**config.mk**
```make
export PLATFORM = sky130hd
export DESIGN_NAME = sysid_read_arbiter_flat
export DESIGN_NICKNAME = d
export VERILOG_FILES = /design/src/rtl/sysid_read_arbiter_if.sv /design/src/rtl/sysid_read_arbiter.sv /design/src/flat_wrapper.sv
export SDC_FILE = /design/constraint.sdc
export NUM_CORES = 1
export LEC_CHECK = 0
export ABC_AREA = 1
export BUFFER_PORTS_ARGS = -buffer_cell sky130_fd_sc_hd__buf_2
export CORE_MARGIN = 5
export CORE_UTILIZATION = 31
export CTS_BUF_LIST = sky130_fd_sc_hd__clkbuf_4
export DETAILED_ROUTE_END_ITERATION = 10
export SLEW_MARGIN = 20
export SYNTH_ARGS = -nofsm -noshare
export SYNTH_HDL_FRONTEND = slang
export SYNTH_SLANG_ARGS = --single-unit
export TNS_END_PERCENT = 30
```
**constraint.sdc**
```tcl
create_clock -name clock -period 2.75 [get_ports clock]
set_input_delay 0.6875 -clock clock [delete_from_list [all_inputs] [get_ports clock]]
set_output_delay 0.6875 -clock clock [all_outputs]
set_load 0.005 [all_outputs]
```
**src/rtl/sysid_read_arbiter_if.sv**
```systemverilog
// Requester-side bus of the system-ID read arbiter: two read ports.
// master = requester side, slave = arbiter side.
`default_nettype none

interface sysid_read_arbiter_if;
    logic        m0_read;
    logic        m0_address;
    logic        m0_waitrequest;
    logic [31:0] m0_readdata;
    logic        m0_readdatavalid;
    logic        m1_read;
    logic        m1_address;
    logic        m1_waitrequest;
    logic [31:0] m1_readdata;
    logic        m1_readdatavalid;

    modport master (
        output m0_read, m0_address, m1_read, m1_address,
        input  m0_waitrequest, m0_readdata, m0_readdatavalid,
        input  m1_waitrequest, m1_readdata, m1_readdatavalid
    );

    modport slave (
        input  m0_read, m0_address, m1_read, m1_address,
        output m0_waitrequest, m0_readdata, m0_readdatavalid,
        output m1_waitrequest, m1_readdata, m1_readdatavalid
    );
endinterface

`default_nettype wire

```
**src/rtl/sysid_read_arbiter.sv**
```systemverilog
// ============================================================================
// Module  : sysid_read_arbiter
// Purpose : Two-port read arbiter in front of a combinational system-ID slave.
//           Fixed latency: accept N, ISSUE N+1, readdatavalid N+2.
//           Define SYSID_ARB_ROUND_ROBIN_EN for round-robin contests;
//           otherwise requester 0 wins every contest.
// Revision: 1.0 - initial release
// ============================================================================
`default_nettype none

module sysid_read_arbiter (
    input  wire logic                 clock,
    input  wire logic                 reset_n,
    sysid_read_arbiter_if.slave       bus,
    output logic                      sid_address,
    input  wire logic [31:0]          sid_readdata
);

    typedef enum logic [0:0] {
        S_IDLE  = 1'b0,
        S_ISSUE = 1'b1
    } state_t;

    state_t      state_q, state_d;
    logic        sid_address_q, sid_address_d;
    logic        owner_q, owner_d;
    logic [31:0] resp_q, resp_d;
    logic        valid_q, valid_d;

    logic [1:0]  read;
    logic [1:0]  addr;
    logic [1:0]  accept;
    logic        winner;

    assign read = {bus.m1_read,    bus.m0_read};
    assign addr = {bus.m1_address, bus.m0_address};

`ifdef SYSID_ARB_ROUND_ROBIN_EN
    logic        last_grant_q, last_grant_d;

    always_ff @(posedge clock or negedge reset_n) begin
        if (!reset_n) begin
            last_grant_q <= 1'b1;
        end else begin
            last_grant_q <= last_grant_d;
        end
    end
`endif

    always_ff @(posedge clock or negedge reset_n) begin
        if (!reset_n) begin
            state_q       <= S_IDLE;
            sid_address_q <= 1'b0;
            owner_q       <= 1'b0;
            resp_q        <= 32'h0;
            valid_q       <= 1'b0;
        end else begin
            state_q       <= state_d;
            sid_address_q <= sid_address_d;
            owner_q       <= owner_d;
            resp_q        <= resp_d;
            valid_q       <= valid_d;
        end
    end

    always_comb begin
        state_d       = state_q;
        sid_address_d = sid_address_q;
        owner_d       = owner_q;
        resp_d        = resp_q;
        valid_d       = 1'b0;
        accept        = 2'b00;
        winner        = 1'b0;
`ifdef SYSID_ARB_ROUND_ROBIN_EN
        last_grant_d  = last_grant_q;
`endif
        case (state_q)
            S_IDLE: begin
                if (|read) begin
                    // A lone requester wins outright; only a contest consults policy.
                    if (read == 2'b11) begin
`ifdef SYSID_ARB_ROUND_ROBIN_EN
                        winner = ~last_grant_q;
`else
                        winner = 1'b0;
`endif
                    end else begin
                        winner = read[1];
                    end
                    accept        = winner ? 2'b10 : 2'b01;
                    sid_address_d = addr[winner];
                    owner_d       = winner;
                    state_d       = S_ISSUE;
`ifdef SYSID_ARB_ROUND_ROBIN_EN
                    last_grant_d  = winner;
`endif
                end
            end
            S_ISSUE: begin
                resp_d  = sid_readdata;
                valid_d = 1'b1;
                state_d = S_IDLE;
            end
            default: begin
                state_d = S_IDLE;
            end
        endcase
    end

    assign sid_address = sid_address_q;

    assign bus.m0_waitrequest   = read[0] & ~accept[0];
    assign bus.m1_waitrequest   = read[1] & ~accept[1];
    // owner_q only moves at the end of an accept cycle, so it still names the
    // response owner while a back-to-back accept overlaps the valid pulse.
    assign bus.m0_readdatavalid = valid_q & ~owner_q;
    assign bus.m1_readdatavalid = valid_q &  owner_q;
    assign bus.m0_readdata      = resp_q;
    assign bus.m1_readdata      = resp_q;

endmodule

`default_nettype wire

```
**src/flat_wrapper.sv**
```systemverilog
// flat-port wrapper written by rule: the top's interface ports become plain ports
module sysid_read_arbiter_flat 
  (clock, reset_n, sid_address, sid_readdata, bus_m0_read, bus_m0_address, bus_m1_read, bus_m1_address, bus_m0_waitrequest, bus_m0_readdata, bus_m0_readdatavalid, bus_m1_waitrequest, bus_m1_readdata, bus_m1_readdatavalid);
  sysid_read_arbiter_if bus_i ();
  input  wire logic clock;
  input  wire logic reset_n;
  output logic sid_address;
  input  wire logic [31:0] sid_readdata;
  input wire logic [$bits(bus_i.m0_read)-1:0] bus_m0_read;
  input wire logic [$bits(bus_i.m0_address)-1:0] bus_m0_address;
  input wire logic [$bits(bus_i.m1_read)-1:0] bus_m1_read;
  input wire logic [$bits(bus_i.m1_address)-1:0] bus_m1_address;
  output wire logic [$bits(bus_i.m0_waitrequest)-1:0] bus_m0_waitrequest;
  output wire logic [$bits(bus_i.m0_readdata)-1:0] bus_m0_readdata;
  output wire logic [$bits(bus_i.m0_readdatavalid)-1:0] bus_m0_readdatavalid;
  output wire logic [$bits(bus_i.m1_waitrequest)-1:0] bus_m1_waitrequest;
  output wire logic [$bits(bus_i.m1_readdata)-1:0] bus_m1_readdata;
  output wire logic [$bits(bus_i.m1_readdatavalid)-1:0] bus_m1_readdatavalid;
  assign bus_i.m0_read = bus_m0_read;
  assign bus_i.m0_address = bus_m0_address;
  assign bus_i.m1_read = bus_m1_read;
  assign bus_i.m1_address = bus_m1_address;
  assign bus_m0_waitrequest = bus_i.m0_waitrequest;
  assign bus_m0_readdata = bus_i.m0_readdata;
  assign bus_m0_readdatavalid = bus_i.m0_readdatavalid;
  assign bus_m1_waitrequest = bus_i.m1_waitrequest;
  assign bus_m1_readdata = bus_i.m1_readdata;
  assign bus_m1_readdatavalid = bus_i.m1_readdatavalid;
  sysid_read_arbiter u_core (.clock(clock), .reset_n(reset_n), .bus(bus_i), .sid_address(sid_address), .sid_readdata(sid_readdata));
endmodule
```
==> impl_metrics.csv <==
group,metric,value,unit
worst_setup_path,critPathMostFrequentCell,"buf_2",
sta,drv_slew,0,
synth,syn_avg_cell_area,8.66,sq um
synth,synth-seq-cells,36,
grt,gr-total-overflow,0,
placed_design,dp.final_hpwl,2.71,mm
route,drtIter0Drc,55,
die,io-pin-count,107,
final_layout,nFillCells,564,
clock_network,cts-resized-gates,0,
synth,seq_area_frac_synth,53.9,%
clock_network,cts.clk_slew.worst_paths,0.11,ns
worst_setup_path,crit_chain,"buf_2 -> o21a_1 -> buf_2",
die,die_h,83.4,um
synth,synth_common_cells,"103 x nand2_1, 36 x dfrtp_1, 35 x buf_4",
clock_network,postCtsSetupBuffers,0,
sta,rsz0062_at_grt,"false",
synth,syn_nets,231,
sta,finalWorstSetupSlack,0.942,ns
synth,async_flop_share,100,%
sta,worst_pin_slew,0.784,ns
clock_network,clk_latency,0.32,ns
worst_setup_path,max_stage_delay,0.18,ns
synth,synth_most_common_cell,"nand2_1",
synth,synth_cell_type_count,11,
worst_setup_path,start_kind,"input pin",
sta,hold_viol_final,0,
grt,grt_util_all_layers,10.9,%
clock_network,clock_sinks,36,
sta,fmax,0.553,GHz
final_layout,post-route-util,39.3,%
sta,post-route-period-util,65.7,%
clock_network,holdBufCountCts,0,
final_layout,fin_nets,306,
synth,syn_area,1670,sq um
synth,syn_inst,193,
route,wl,3.74,mm
worst_setup_path,setup.worst_path.class,"input pin to primary output",
worst_setup_path,worstPathRequired,2.06,ns
grt,grt_pass1_vias,1346,
worst_setup_path,cp_data_arrival_time,1.12,ns
placed_design,portBuffers,106,
grt,grt_max_degree,37,
final_layout,drive_above_1_share,43.3,%
route,drc,0,
route,drt_first_pass_iters,4,
die,die_area,6960,sq um
die,coreArea,5170,sq um
die,die_w,83.4,um
worst_hold_path,hp-class,"input pin to asynchronous set/reset pin",
synth,synth-main-ff-cell,"dfrtp_1",
synth,synth_edf_count,0,
sta,tns,0,ns
placed_design,preCtsSetupSlack,0.941,ns
sta,finalCriticalPeriod,1.81,ns
route,vias_per_cell,4.07,
synth,ys_top_cells_by_area,"dfrtp_1 54%, nand2_1 23%, buf_4 16%, buf_6 2.7%, inv_1 1.3%",
clock_network,tritoncts,"done",
final_layout,syn_to_final_growth,21.7,%
pwr,pwr_density_cell,636,nW/um^2
grt,grt_antenna_before_repair,1,
sta,hold_ws,0.437,ns
route,ant_nets,0,
worst_setup_path,slowest_stage,"o21a_1",
run,cap_violations,0,
placed_design,place_congestion,0.721,
clock_network,root_buffer,"clkbuf_4",
sta,finalClockSkew,0.00860,ns
worst_setup_path,end_kind,"primary output",
synth,netlist.area_leader.share,53.9,%
synth,synth_top_area_cell,"dfrtp_1",
sta,setup_viol,0,
route,vias,1375,
pwr,vdd_drop_max,245,uV
final_layout,diodes,0,
clock_network,clk_path_buf_depth,2,
synth,yosysWarnings,0,
die,start_util,32.3,%
clock_network,cts_inserted_buffers,5,
route,wl_per_cell,11.1,um
sta,relSlewSlack,47.7,%
die,rows,26,
worst_setup_path,cp_max_fo,6,
pwr,leakagePower,0.00127,uW
clock_network,cts_max_level,2,
run_status,status,"complete, no violations",
grt,grt_pass1_wl,6.25,mm
-- placed cells by master (no fill, tap or decap), drive strengths merged --
cell type | netlist | final
nor2 | 3 | 3
o21ai | 1 | 1
nand3 | 3 | 3
dfrtp | 36 | 36
o21a | 1 | 1
nand2 | 103 | 103
inv | 7 | 7
clkinv | 0 | 2
clkbuf | 0 | 5
buf | 39 | 107
-- per-stage QoR --
| step | power [uW] | cell area (sq um) | instances |
|---|---|---|---|
| 6_report | 1290 | 2030 | 338 |
| 4_1_cts | 1330 | 2030 | 338 |
| 2_1_floorplan | 959 | 1670 | 193 |
| 5_1_grt | 1410 | 2030 | 338 |
| 3_3_place_gp | 1060 | 1990 | 331 |
| 3_5_place_dp | 1070 | 1990 | 331 |
-- kinds of logic (layout without fill, tap and decap cells) --
family                 count (synthesis)  count (layout)  share of synthesized area [%]
and+or+nand+nor                      109             109                           25.0
buffers and inverters                 46             121                           20.1
DFF                                   36              36                           53.9
AOI/OAI and AO/OA                      2               2                          0.973
-- path summary, 6_finish.rpt --
| kind | slack (ns) | from | end | depth (start not counted) |
|---|---|---|---|---|
| worst max register to register | 1.40 | u_core.state_q | u_core.sid_address | 5 |
| worst min-delay path | 0.44 | reset_n | u_core.bus.m0_readdata[27] | 1 |
| worst min register to register | 0.49 | u_core.bus.m0_readdata[28] | u_core.bus.m0_readdata[28] | 2 |
| max in group asynchronous | 1.82 | reset_n | u_core.bus.m0_readdata[11] | 1 |
| worst max-delay path | 0.94 | bus_m0_read | bus_m1_waitrequest | 3 |
| min in group clock | 0.49 | u_core.bus.m0_readdata[28] | u_core.bus.m0_readdata[28] | 2 |
-- per-layer routing --
metal | global-route usage [%] | routed length (um)
met1 | 12.5 | 1510
met2 | 17.9 | 1660
met3 | 5.64 | 512
met4 | 3.07 | 37
met5 | 0 | 20
-- sequential cells by signal, indices dropped and copies added (netlist names) --
register / count
u_core.sid_address: 1
u_core.valid_q: 1
u_core.bus.m0_readdata: 32
u_core.state_q: 1
u_core.owner_q: 1
-- critical path, delay by kind of cell --
| kind | cells | cell delay [ns] |
|---|---|---|
| buf+inv | 2 | 0.26 |
| compound gates | 1 | 0.18 |
-- where the power goes --
group          switching [uW]  internal, uW
combinational             187           175
sequential               62.7           620
clock                     160          89.3
total                     410           885
-- layout make-up --
| type | instances | area (sq um) | area share, % |
|---|---|---|---|
| clock buffer | 5 | 37.5 | 1.85 |
| clock inverter | 2 | 7.51 | 0.369 |
| inverter | 7 | 28.8 | 1.41 |
| multi-input combinational | 111 | 434 | 21.3 |
| sequential | 36 | 901 | 44.3 |
| tap | 70 | 87.6 | 4.31 |
| timing repair buffer | 107 | 538 | 26.4 |
Note: power is estimated with default switching activity, not from simulation.
